$ cat config.mk
export PLATFORM = sky130hd
export DESIGN_NAME = tmr_irq_arbiter
export DESIGN_NICKNAME = d
export VERILOG_FILES = /design/src/rtl/tmr_irq_arbiter.sv
export SDC_FILE = /design/constraint.sdc
export NUM_CORES = 1
export LEC_CHECK = 0
export ABC_AREA = 0
export CELL_PAD_IN_SITES_DETAIL_PLACEMENT = 0
export CELL_PAD_IN_SITES_GLOBAL_PLACEMENT = 1
export CORE_MARGIN = 2
export CORE_UTILIZATION = 33
export DETAILED_ROUTE_END_ITERATION = 6
export MAX_ROUTING_LAYER = met4
export PLACE_DENSITY = 0.79
export SLEW_MARGIN = 10
export SYNTH_ARGS = -nofsm -noshare
export SYNTH_HDL_FRONTEND = slang
export SYNTH_SLANG_ARGS = --single-unit
export TNS_END_PERCENT = 100
$ cat constraint.sdc
create_clock -name sys_clk -period 2.1 [get_ports sys_clk]
set_input_delay 0.42 -clock sys_clk [delete_from_list [all_inputs] [get_ports sys_clk]]
set_output_delay 0.42 -clock sys_clk [all_outputs]
set_load 0.01 [all_outputs]
$ cat src/rtl/tmr_irq_arbiter.sv
// -----------------------------------------------------------------------------
// tmr_irq_arbiter
//
// Turns single-cycle event pulses from a bank of timers into interrupt
// requests. Each timer owns three pending flags {ovf, match1, match0} and one
// sticky overrun flag. Timers with a pending event and an unmasked interrupt
// compete in round-robin order. The winner is presented to the consumer as one
// request over a req/ack handshake.
//
// Ports
//   sys_clk      : system clock
//   sys_rst_n    : synchronous active-low reset
//   evt_match0   : per-timer match0 event pulse
//   evt_match1   : per-timer match1 event pulse
//   evt_ovf      : per-timer overflow event pulse
//   irq_mask     : per-timer enable; 1 = eligible for arbitration
//   irq_ack      : consumer accepts the current request
//   irq_req      : request valid; held until irq_ack
//   irq_tmr_id   : index of the granted timer
//   irq_src      : captured pending bitmap {ovf, match1, match0}
//   irq_ovr      : granted timer lost at least one event
//   pend_o       : live pending flags; timer i occupies bits [3i+2:3i]
// -----------------------------------------------------------------------------
module tmr_irq_arbiter #(
  parameter int NUM_TMR = 4,
  parameter int ID_W    = $clog2(NUM_TMR)
) (
  input  logic                   sys_clk,
  input  logic                   sys_rst_n,
  input  logic [NUM_TMR-1:0]     evt_match0,
  input  logic [NUM_TMR-1:0]     evt_match1,
  input  logic [NUM_TMR-1:0]     evt_ovf,
  input  logic [NUM_TMR-1:0]     irq_mask,
  input  logic                   irq_ack,
  output logic                   irq_req,
  output logic [ID_W-1:0]        irq_tmr_id,
  output logic [2:0]             irq_src,
  output logic                   irq_ovr,
  output logic [3*NUM_TMR-1:0]   pend_o
);

  // One extra bit so last_grant + k (k up to NUM_TMR) never wraps before the
  // explicit modulo correction below.
  localparam int IDX_W = ID_W + 1;

  typedef enum logic {
    ST_IDLE,
    ST_REQ
  } state_t;

  state_t                    r_state;
  logic                      r_req;
  logic [ID_W-1:0]           r_id;
  logic [ID_W-1:0]           r_last;
  logic [2:0]                r_src;
  logic                      r_ovr_gnt;
  logic [NUM_TMR-1:0][2:0]   r_pend;
  logic [NUM_TMR-1:0]        r_ovr;

  logic                      w_ack_fire;
  logic [NUM_TMR-1:0][2:0]   w_evt;
  logic [NUM_TMR-1:0][2:0]   w_clr;
  logic [NUM_TMR-1:0][2:0]   w_pend_nxt;
  logic [NUM_TMR-1:0]        w_ovr_nxt;
  logic [NUM_TMR-1:0]        w_cand;
  logic                      w_found;
  logic [ID_W-1:0]           w_pick;
  logic [IDX_W-1:0]          w_idx;

  // An ack only counts while a request is outstanding.
  assign w_ack_fire = (r_state == ST_REQ) && irq_ack;

  // Pending/overrun next-state. A new pulse beats a clear of the same bit, and
  // a bit that is being cleared on this edge cannot be overrun by that pulse.
  // NOTE: every always_comb output gets a default first so no path leaves it
  // unassigned, which would otherwise infer a latch.
  always_comb begin
    w_evt      = '0;
    w_clr      = '0;
    w_pend_nxt = '0;
    w_ovr_nxt  = '0;
    w_cand     = '0;
    for (int i = 0; i < NUM_TMR; i++) begin
      w_evt[i] = {evt_ovf[i], evt_match1[i], evt_match0[i]};
      if (w_ack_fire && (r_id == ID_W'(i))) begin
        w_clr[i] = r_src;
      end
      w_pend_nxt[i] = (r_pend[i] & ~w_clr[i]) | w_evt[i];
      w_ovr_nxt[i]  = (r_ovr[i] & ~(w_ack_fire && (r_id == ID_W'(i))))
                    | (|(w_evt[i] & r_pend[i] & ~w_clr[i]));
      w_cand[i]     = (|r_pend[i]) & irq_mask[i];
    end
  end

  // Round-robin search: first candidate at or after last_grant+1, wrapping.
  always_comb begin
    w_found = 1'b0;
    w_pick  = '0;
    w_idx   = '0;
    for (int k = 1; k <= NUM_TMR; k++) begin
      w_idx = {1'b0, r_last} + IDX_W'(k);
      if (w_idx >= IDX_W'(NUM_TMR)) begin
        w_idx = w_idx - IDX_W'(NUM_TMR);
      end
      if (!w_found && w_cand[w_idx[ID_W-1:0]]) begin
        w_found = 1'b1;
        w_pick  = w_idx[ID_W-1:0];
      end
    end
  end

  // NOTE: state registers use non-blocking assignments so every flop samples
  // the pre-edge values regardless of block evaluation order.
  always_ff @(posedge sys_clk) begin
    if (!sys_rst_n) begin
      r_pend <= '0;
      r_ovr  <= '0;
    end else begin
      r_pend <= w_pend_nxt;
      r_ovr  <= w_ovr_nxt;
    end
  end

  // Request FSM with registered outputs. Once raised, the request payload is
  // frozen until acknowledged, even if the mask drops or new events arrive.
  always_ff @(posedge sys_clk) begin
    if (!sys_rst_n) begin
      r_state   <= ST_IDLE;
      r_req     <= 1'b0;
      r_id      <= '0;
      r_src     <= '0;
      r_ovr_gnt <= 1'b0;
      r_last    <= ID_W'(NUM_TMR - 1);
    end else begin
      case (r_state)
        ST_IDLE: begin
          if (w_found) begin
            r_state   <= ST_REQ;
            r_req     <= 1'b1;
            r_id      <= w_pick;
            r_src     <= r_pend[w_pick];
            r_ovr_gnt <= r_ovr[w_pick];
          end
        end
        ST_REQ: begin
          if (irq_ack) begin
            r_state <= ST_IDLE;
            r_req   <= 1'b0;
            r_last  <= r_id;
          end
        end
        default: begin
          r_state <= ST_IDLE;
          r_req   <= 1'b0;
        end
      endcase
    end
  end

  assign irq_req    = r_req;
  assign irq_tmr_id = r_id;
  assign irq_src    = r_src;
  assign irq_ovr    = r_ovr_gnt;
  assign pend_o     = r_pend;

endmodule
# == Yosys cells after proc, flatten, opt, wreduce, memory -nomap -nowiden ==
# Cells that the tools add are included.
# word_totals
regBits,26
inputBits,19
output_inout_bits,19
elab_cells,127
# classes
add_sub_neg,8
magnitude_cmp,9
eq_ne,5
mux,34
bitwise,37
reduce_logical,23
# op_table
operator,n
bitwise AND 3 bit,12
OR reduction 3 bit,8
2-to-1 mux 2 bit,8
< comparator 2 x 3 -> 1 bit (second input constant),5
2-to-1 mux 3 bit,5
2-to-1 mux 1 bit,13
>= comparator 3 bit (second input constant),4
inverter 3 bit,4
bitwise OR 3 bit,4
binary-select mux 1 bit (select 2 bit),5
bitwise AND 1 bit,8
logical AND 1 bit,8
subtractor 2 x 1 -> 2 bit (second input constant),4
adder 2 x 2 -> 3 bit (second input constant),2
binary-select mux 3 bit (select 2 bit),1
AND reduction 2 bit,3
inverter 1 bit,5
equality test 2 bit (second input constant),2
inequality test 2 bit (second input constant),2
bitwise OR 1 bit,4
one-hot mux 1 bit (2 select lines),2
adder 2 x 1 -> 3 bit (second input constant),1
adder 2 x 3 -> 3 bit (second input constant),1
zero test 1 bit,3
other kinds (2),2

# == Depth between registers and ports, before layout ==
# logic_depth
depth_word,17
mapped_depth,6
ltp_nobuf,5

# == Worst setup path before layout ==
# OpenSTA, ideal clock, no wires.
# synth_timing
kind,register to register
start,register r_pend (netlist bit pend_o[10])
end,register r_src[2] (netlist: irq_src[2])
setup_ns,0.134
arrival_time_ns,1.459
t_required_ns,1.966
slack_ns,0.507
stages_incl_launch_ff,7
path_buffers,1
period_less_slack_ns,1.593
path_cell_list,dfxtp_1 > o31ai_2 > o21a_1 > a221o_1 > buf_6 > mux2i_1 > o221ai_1
# synth_between
elab_chain_cells,16
elab_cells_between_ends,27
classes_between,mux: 18; bitwise: 1; reduce/logical: 8
# synth_rtl
element,line_no,source
from (decl),57,logic [NUM_TMR-1:0][2:0] r_pend;
from (signal assigned),119,r_pend <= w_pend_nxt;
OR reduction 3 bit *,91,w_cand[i] = (|r_pend[i]) & irq_mask[i];
bitwise AND 1 bit *,91,
binary-select mux 1 bit (select 2 bit),105,if (!w_found && w_cand[w_idx[ID_W-1:0]]) begin
2-to-1 mux 1 bit (not written as such),105,
2-to-1 mux 1 bit,105,
zero test 1 bit,105,
logical AND 1 bit,105,
2-to-1 mux 1 bit,105,
zero test 1 bit,105,
logical AND 1 bit,105,
2-to-1 mux 1 bit,105,
zero test 1 bit,105,
logical AND 1 bit,105,
2-to-1 mux 2 bit,105,
binary-select mux 3 bit (select 2 bit),141,r_src <= r_pend[w_pick];
2-to-1 mux 3 bit (not written as such),141,
to (signal assigned),141,
to (decl),55,logic [2:0] r_src;
# Every way passes the cells marked *; elsewhere a longest branch is shown, timed or not. The select of a mux whose other input is x is not followed.
# A chain may end at the register's enable or synchronous reset.

# == Worst setup path in the final report ==
# layout_timing
start,register r_pend (netlist bit pend_o[1])
end,register r_src[0] (netlist: irq_src[0])
# The elaborated chain is that of the path after synthesis.

==> metrics <==
Final WS setup=0.138 ns; Reg clk slew, reported paths=0.09 ns; Layout Skew=0.00201 ns; FF+latch count, synth=26; Initial Util=34.0%; Routed WL=3660 µm; largest net degree at the start of global routing=17; maximum root-to-sink buffer count=2; H-tree depth=1; max-cap check violation count=0; Die Wd=64.9 µm; Post-synth EDFFs=0; crit path kind=reg2reg; Crit path required time=2.25 ns; final setup fails=0; RSZ-0062 raised after global routing=false; worst relative slew slack=67.0%; die area=0.00422 mm²; status=complete, no violations; Resized Gates After CTS=0; clk sinks=26; Post-CTS Setup Bufs=0; worst slew pin tran=0.491 ns; peak supply drop=0.248 mV; antenna cells=0; ANT nets after route=0; number of DRC markers in iteration 0=87; Vias=1221; total power=1.24 mW; post-synthesis async set-or-reset flop share=0%; final hold violations=0; Die Height=64.9 µm; Nets=203; Syn Area/Cell=8.94 µm²; first-pass GRT wire length=5840 µm; leak pwr=0.690 nW; Hold Buf Count CTS=0; Slew Limit Fails=0; I/O Pins=38; layout cell share with drive strength beyond 1=8.74%; Vias per Instance=5.29; total congestion overflow=0; YS warnings=0; Rows=22; CP max FO=9; initial antenna violation count=0; period utilization=93.4%; power per cell area=707 mW/mm²; synth unique cells=32; crit end category=register; Area growth syn-to-layout=43.0%; Most used DFF post-synth=dfxtp_1; DR DRC count=0; Worst Hold Class=reg2reg; Syn Std Cell Area=0.00122 mm²; sequential area share after synthesis=42.5%; TritonRoute pass-1 iters=4; Final Wtd Congestion=0.831; vias in the first global route=1250; wire per inst=15.8 µm; Synth Net Count=156; CTS tree=built; I/O Buffers=37; clock latency at the later pin of the worst-skew pair=0.27 ns; clk root buf=clkbuf_8; FMAX=510 MHz; total core area=0.00361 mm²; CTS Buf Count=3; gr usage total=18.5%; dpl ws=-0.0931 ns; fin crit period=1.96 ns; Gate Count Post-Synth=137; dpl hpwl=2780 µm; arrival time worst endpoint=2.12 ns; crit start category=register; filler cell count=385
per-stage QoR:
| stage | cell area (µm²) | TNS (ns) | util [%] | cells | hold slack [ns] |
|---|---|---|---|---|---|
| 3_3_place_gp | 1700 | -0.0795 | 47.1 | 227 | 0.452 |
| 4_1_cts | 1750 | 0 | 48.6 | 231 | 0.486 |
| 2_1_floorplan | 1220 | 0 | - | 137 | 0.463 |
| 3_5_place_dp | 1700 | -0.318 | 47.1 | 227 | 0.474 |
| 5_1_grt | 1750 | 0 | 48.6 | 231 | 0.507 |
| 6_report | 1750 | 0 | 48.6 | 231 | 0.477 |
cells in the mapped netlist, types with 2 or more instances:
master / instances / area [µm²]
a31oi_1: 4 / 25.0
o221ai_1: 6 / 52.6
a21oi_1: 6 / 30.0
a22oi_1: 4 / 30.0
nor3_1: 3 / 15.0
o31a_1: 2 / 17.5
nor2_1: 19 / 71.3
a211oi_1: 2 / 15.0
mux2i_1: 8 / 80.1
inv_1: 3 / 11.3
o31ai_1: 2 / 15.0
dfxtp_1: 26 / 521
nand2_1: 9 / 33.8
nor2b_1: 8 / 50.1
clkbuf_1: 2 / 7.51
nand3_1: 8 / 40.0
a21boi_0: 10 / 75.1
layout make-up:
cell class	count	area, µm²	area share, %
clock buffer	4	55.1	3.14
inverter	3	11.3	0.643
multi-input combinational	105	674	38.5
sequential	26	520	29.7
tap	48	60.1	3.43
timing repair buffer	45	430	24.6
cells by family (layout without fill, tap and decap cells):
family / after synthesis / after routing / synth area share, %
simple gates: 52 / 52 / 19.7
mux: 8 / 8 / 6.54
flops: 26 / 26 / 42.5
buf+inv: 6 / 52 / 2.45
compound gates: 45 / 45 / 28.8
worst max-delay path: stages, from the launching register on:
cell and delay [ns]:
dfxtp_1 0.35, o31ai_1 0.48, nand2_2 0.10, a221o_1 0.50, mux2i_1 0.28, o221ai_1 0.14
metal layers:
metal | track usage [%] | wire, µm | vias up
met1 | 21.1 | 1570 | 588
met4 | 6.65 | 63 | 0
met5 | - | 0 | -
met2 | 33.8 | 1920 | 27
met3 | 1.56 | 108 | 5
li1 | - | - | 601
path summary, 6_finish.rpt:
path                  start    endpoint  slack [ns]  cells after the start
hold reg to reg     irq_req     irq_req        0.48                      2
setup reg to reg  pend_o[1]  irq_src[0]        0.14                      5
hold / removal      irq_req     irq_req        0.48                      2
setup / recovery  pend_o[1]  irq_src[0]        0.14                      5
report_power, final:
group	switching, mW	internal, mW
Clock	0.158	0.168
Combinational	0.139	0.172
Sequential	0.0613	0.540
layout by cell type (no fill, tap or decap), types with 2 or more instances in the layout:
| cell | n |
|---|---|
| inv_1 | 3 |
| nor2b_1 | 8 |
| buf_4 | 8 |
| o221ai_1 | 6 |
| clkdlybuf4s50_1 | 37 |
| a21oi_1 | 6 |
| mux2i_1 | 8 |
| dfxtp_1 | 26 |
| nor2_1 | 19 |
| clkbuf_8 | 4 |
| a211oi_1 | 2 |
| a21boi_0 | 10 |
| nand3_1 | 8 |
| a31oi_1 | 4 |
| nand2_1 | 9 |
| o31a_1 | 2 |
| nor3_1 | 3 |
| a22oi_1 | 4 |
| o31ai_1 | 2 |
flip-flops by register name, summed over array words and instances (netlist names):
signal / cells
irq_ovr: 1
irq_req: 1
irq_src: 3
irq_tmr_id: 2
pend_o: 12
r_last: 2
r_ovr: 4
r_state: 1
No activity file was read; power rests on OpenSTA's default activity.
==> variant 1, RTL diff (config.mk and constraints unchanged) <==
Set the parameter `NUM_TMR` to 2 (it was 4).
--- a/src/rtl/tmr_irq_arbiter.sv
+++ b/src/rtl/tmr_irq_arbiter.sv
@@ -23,5 +23,5 @@
 // -----------------------------------------------------------------------------
 module tmr_irq_arbiter #(
-  parameter int NUM_TMR = 4,
+  parameter int NUM_TMR = 2,
   parameter int ID_W    = $clog2(NUM_TMR)
 ) (
Ports: changed (6 resized); port bits go from 38 to 23. No check against the original RTL was run, so the function may have changed too.
==> variant 1 against the unedited design <==
  * Cell area is 40% lower
  * Synthesized area decreased by 37%
  * First-iteration DRC count shrank 77%
  * Sequential cell count shrank 10
  * Wire length decreased by 44%
  * Combinational power fell by 43%
  * Setup slack better by 0.18 ns
  * Fmax increased by 9.9%
  * Clock power decreased by 35%
  * Total power is 38% lower
==> variant 1: results (changes against the unedited design) <==
Yosys
  – Syn Nets: 97 (was 156)
  – Leading post-synthesis cells by cell area: dfxtp_1 41%, a21oi_1 5.2%, a221oi_1 4.5%, a311oi_1 4.5%, a21boi_0 2.9% (was dfxtp_1 42%, mux2i_1 6.5%, a21boi_0 6.1%, nor2_1 5.8%, o221ai_1 4.3%)
  – Number of distinct library cells after synthesis: 30 (was 32)
  – Most frequent cells after synthesis: 16 x dfxtp_1, 8 x a21oi_1, 6 x nand2_1 (was 26 x dfxtp_1, 19 x nor2_1, 10 x a21boi_0, 9 x nand2_1)
  – Seq/Total Area, Yosys: 41.4% (was 42.5%)
  – Cells after Synth: 86 (was 137)

Critical path
  – FF-to-FF End: r_ovr[0] (was irq_src[0])
  – Worst Setup SP: pend_o[1] (unchanged)
  – Reg2Reg Depth: 3 (was 5)
  – FF-to-FF Start: r_state (was pend_o[1])
  – Worst R2R Setup Slack: 0.65 ns (was 0.14 ns)
  – Data arrival, critical path: 1.37 ns (was 2.12 ns)
  – CP max-delay cell: clkdlybuf4s50_1 (was a221o_1)
  – Setup crit end: pend_o[1] (was irq_src[0])
  – Worst Path Max Fanout: 8 (was 9)
  – Slowest cell delay on critical path: 0.59 ns (was 0.50 ns)

Global routing
  – Vias in the first global route: 723 (was 1,250)
  – GRT Total Usage: 17.3% (was 18.5%)
  – First-pass GRT wire length: 3350 um (was 5840 um)

Drt
  – Total wire length: 2050 um (was 3660 um)
  – Vias per Instance: 5.88 (was 5.29)
  – 1st-iter DRT viols: 20 (was 87)

Placed design
  – Placer Congestion: 0.895 (was 0.831)
  – DP Worst Slack: 0.227 ns (was -0.0931 ns)
  – Dpl hpwl: 1530 um (was 2780 um)
  – Input/output buffers: 22 (was 37)
  – Cell Area, Placed: 1020 um^2 (was 1700 um^2)
  – Post-placement cell count: 134 (was 227)

Layout
  – Max reg flops: 6 (was 12)
  – Number of fill cells: 228 (was 385)
  – Final Net Count: 122 (was 203)
  – Non-Filler Instances: 138 (was 231)
  – Share of layout cells above drive strength 1: 6.36% (was 8.74%)

Power
  – Leakage: 0.382 nW (was 0.690 nW)
  – Sw power: 228 uW (was 358 uW)
  – Worst-case vdd ir drop: 319 uV (was 248 uV)

Run status
  – Run status: finished clean (unchanged)

Clock network
  – Worst skew pair latency: 0.29 ns (was 0.27 ns)
  – Reg clk slew, reported paths: 0.11 ns (was 0.09 ns)

STA
  – Worst slew margin: 64.6% (was 67.0%)
  – Period utilization: 85.0% (was 93.4%)
  – Final Skew: 0.00989 ns (was 0.00201 ns)
-- variant 1: changes by cell type in the layout (fill, tap and decap cells not counted), moves of 7 or more --
cell and change:
clkdlybuf4s50_1 -15, nor2_1 -16, a21boi_0 -7, dfxtp_1 -10
buf_4 -7, mux2i_1 -8
-- variant 1: metal layers --
layer	track usage [%]	wire (um)
met4	6.41	29
met3	3.71	124
met1	23.1	936
met5	-	0
met2	25.6	956
-- variant 1: layout make-up --
class	count	area, um^2	share of cell area, %
Tap cell	28	35.0	3.31
Timing Repair Buffer	23	228	21.5
Multi-Input combinational cell	64	428	40.4
Sequential cell	16	320	30.3
Clock buffer	4	36.3	3.43
Inverter	3	11.3	1.06
-- variant 1: cell families after synthesis --
kind of cell | share of synthesized area (%)
AO/OA/AOI/OAI | 37.1
buffers and inverters | 3.24
flip-flops | 41.4
AND/OR/NAND/NOR | 18.3
-- variant 1: power groups by stage --
stage	registers (mW)	clock network (mW)	logic (mW)
after floorplan	0.378	0	0.0897
after detailed placement	0.383	0	0.177
after CTS	0.376	0.215	0.178
after global routing	0.382	0.236	0.194
final	0.377	0.213	0.177
after global placement	0.383	0	0.175
-- variant 1: worst reg2reg max path, cell delays in order (launching register included) --
cell and delay [ns]:
dfxtp_1 0.57, nand4b_1 0.20, a32o_1 0.30, o31a_1 0.27
-- variant 1: worst min-delay path by stage --
| stage | endpoint | slack, ns | cells after the start |
|---|---|---|---|
| finish | irq_req | 0.51 | 1 |
| detailed placement | r_last | 0.49 | 2 |
| global placement | r_last | 0.49 | 2 |
| floorplan | r_last | 0.46 | 2 |
| CTS | irq_req | 0.51 | 1 |
| global route | irq_req | 0.53 | 1 |
==> variant 2, RTL diff (same settings) <==
Made on the original files. Register the inputs `irq_mask` and `irq_ack` before use, without a reset. The logic sees them one clock later. The other inputs are not delayed to match.
--- a/src/rtl/tmr_irq_arbiter.sv
+++ b/src/rtl/tmr_irq_arbiter.sv
@@ -49,4 +49,12 @@
   } state_t;
 
+  logic [NUM_TMR-1:0] irq_mask_q;
+  logic irq_ack_q;
+
+  always_ff @(posedge sys_clk) begin
+    irq_mask_q <= irq_mask;
+    irq_ack_q  <= irq_ack;
+  end
+
   state_t                    r_state;
   logic                      r_req;
@@ -69,5 +77,5 @@
 
   // An ack only counts while a request is outstanding.
-  assign w_ack_fire = (r_state == ST_REQ) && irq_ack;
+  assign w_ack_fire = (r_state == ST_REQ) && irq_ack_q;
 
   // Pending/overrun next-state. A new pulse beats a clear of the same bit, and
@@ -89,5 +97,5 @@
       w_ovr_nxt[i]  = (r_ovr[i] & ~(w_ack_fire && (r_id == ID_W'(i))))
                     | (|(w_evt[i] & r_pend[i] & ~w_clr[i]));
-      w_cand[i]     = (|r_pend[i]) & irq_mask[i];
+      w_cand[i]     = (|r_pend[i]) & irq_mask_q[i];
     end
   end
@@ -144,5 +152,5 @@
         end
         ST_REQ: begin
-          if (irq_ack) begin
+          if (irq_ack_q) begin
             r_state <= ST_IDLE;
             r_req   <= 1'b0;
Check against the original RTL: not equivalent (Yosys sat finds a counterexample within 4 cycles, from zero or initial values and one cycle with sys_rst_n low).
==> variant 2 against the unedited design <==
  * Non-clock buffer count is 4 lower
  * Global-route usage down 0.34 points
  * Synthesized cell count rose by 2.2%
  * Total power up 23%
  * Sequential power rose by 17%
  * Cell area increased by 7.5%
  * Synthesized area grew 9.3%
  * Hold slack better by 0.015 ns
  * Via count is 2.0% higher
  * Sequential cell count up 5
  * Wire length fell by 0.19%
  * Clock skew up 0.0036 ns
  * Setup slack improved by 0.050 ns
==> variant 2: results (changes against the unedited design) <==
Run status
  – Run status: finished clean (unchanged)

Yosys
  – Post-Synth XOR/XNOR Area: 0% (unchanged)
  – Post-synthesis async set-or-reset flop share: 0% (unchanged)
  – Most frequent cells after synthesis: 31 x dfxtp_1, 13 x nor2_1, 11 x nand2_1, 9 x mux2i_1 (was 26 x dfxtp_1, 19 x nor2_1, 10 x a21boi_0, 9 x nand2_1)
  – Syn Nets: 159 (was 156)
  – Leading post-synthesis cells by cell area: dfxtp_1 46%, mux2i_1 6.7%, a21boi_0 4.5%, nor2_1 3.6%, nor2b_1 3.3% (was dfxtp_1 42%, mux2i_1 6.5%, a21boi_0 6.1%, nor2_1 5.8%, o221ai_1 4.3%)
  – Mux contribution to synthesized area: 6.73% (was 6.54%)
  – Seq/Total Area, Yosys: 46.4% (was 42.5%)
  – Area fraction in compound gates after synthesis: 29.1% (was 28.8%)
  – Number of distinct library cells after synthesis: 29 (was 32)
  – Mean post-synth cell area: 9.56 um^2 (was 8.94 um^2)

Critical path
  – Slowest cell delay on critical path: 0.55 ns (was 0.50 ns)
  – Worst Path Max Fanout: 9 (unchanged)
  – Data arrival, critical path: 2.07 ns (was 2.12 ns)
  – FF-to-FF Start: pend_o[4] (was pend_o[1])

Clock network
  – Reg clk slew, reported paths: 0.07 ns (was 0.09 ns)
  – Inserted Clock Buffers: 5 (was 3)
  – H-tree levels: 2 (was 1)

Placed design
  – Post-placement cell count: 228 (was 227)
  – Placer Congestion: 0.848 (was 0.831)
  – Dpl hpwl: 2740 um (was 2780 um)
  – Cell Area, Placed: 1780 um^2 (was 1700 um^2)

Global routing
  – Initial antenna violation count: 0 (unchanged)
  – GRT Total Usage: 18.2% (was 18.5%)
  – First-pass GRT wire length: 5840 um (about the same)
  – Pin count of the biggest net entering global routing: 19 (was 17)

Power
  – Worst-case vdd ir drop: 341 uV (was 248 uV)
  – Leakage: 0.731 nW (was 0.690 nW)

Drt
  – Vias per Instance: 5.28 (was 5.29)
  – Vias: 1,246 (was 1,221)
  – Total wire length: 3650 um (was 3660 um)
  – 1st-iter DRT viols: 79 (was 87)

STA
  – Worst slew margin: 63.3% (was 67.0%)
  – Final Hold Fails: 0 (unchanged)
  – Final Skew: 0.00558 ns (was 0.00201 ns)

Layout
  – Share of layout cells above drive strength 1: 8.06% (was 8.74%)
  – Final Net Count: 204 (was 203)
  – # diodes: 0 (unchanged)
  – Number of fill cells: 360 (was 385)

Worst hold path
  – Hold WC Path Type: register to register (unchanged)
-- variant 2: worst max-delay path: cells and delay by family (launching register included) --
kind	cells	cell delay [ns]
AO/OA/AOI/OAI	4	1.18
flip-flops	1	0.37
multiplexers	1	0.24
-- variant 2: stage by stage --
step           util [%]  setup WS, ns  hold WS, ns
2_1_floorplan         -         0.429        0.448
3_3_place_gp       45.2         0.230        0.476
3_5_place_dp       45.2         0.188        0.478
4_1_cts            47.8         0.184        0.495
5_1_grt            47.8        0.0176        0.524
6_report           47.8         0.188        0.491
-- variant 2: cell families after synthesis --
logic type             count (synthesis)
AND/OR/NAND/NOR                       44
AO/OA/AOI/OAI                         49
buffers and inverters                  7
flip-flops                            31
multiplexers                           9
-- variant 2: final timing paths --
check                    end  slack, ns
hold / removal       irq_req       0.49
setup reg to reg  irq_src[0]       0.19
setup / recovery  irq_src[0]       0.19
hold reg to reg      irq_req       0.49
-- variant 2: per-layer routing --
metal / wire length [um] / vias to the layer above / global-route usage, % / part of all wire [%]
li1: - / 611 / - / -
met1: 1660 / 574 / 23.7 / 46
met2: 1640 / 49 / 23.7 / 45
met3: 217 / 12 / 6.67 / 5.9
met4: 132 / 0 / 10.5 / 3.6
met5: 0 / - / - / 0
-- variant 2: area by class of cell --
class | instances | share of cell area, %
Timing Repair Buffer | 41 | 21.3
Inverter | 4 | 0.797
Multi-Input combinational cell | 102 | 36.3
Clock buffer | 8 | 5.32
Tap cell | 50 | 3.32
Sequential cell | 31 | 33.0
-- variant 2: power breakdown --
part | total, mW | internal (mW) | switching (mW)
registers | 0.703 | 0.641 | 0.0627
clock network | 0.513 | 0.299 | 0.215
logic | 0.313 | 0.172 | 0.141
total | 1.53 | 1.11 | 0.418
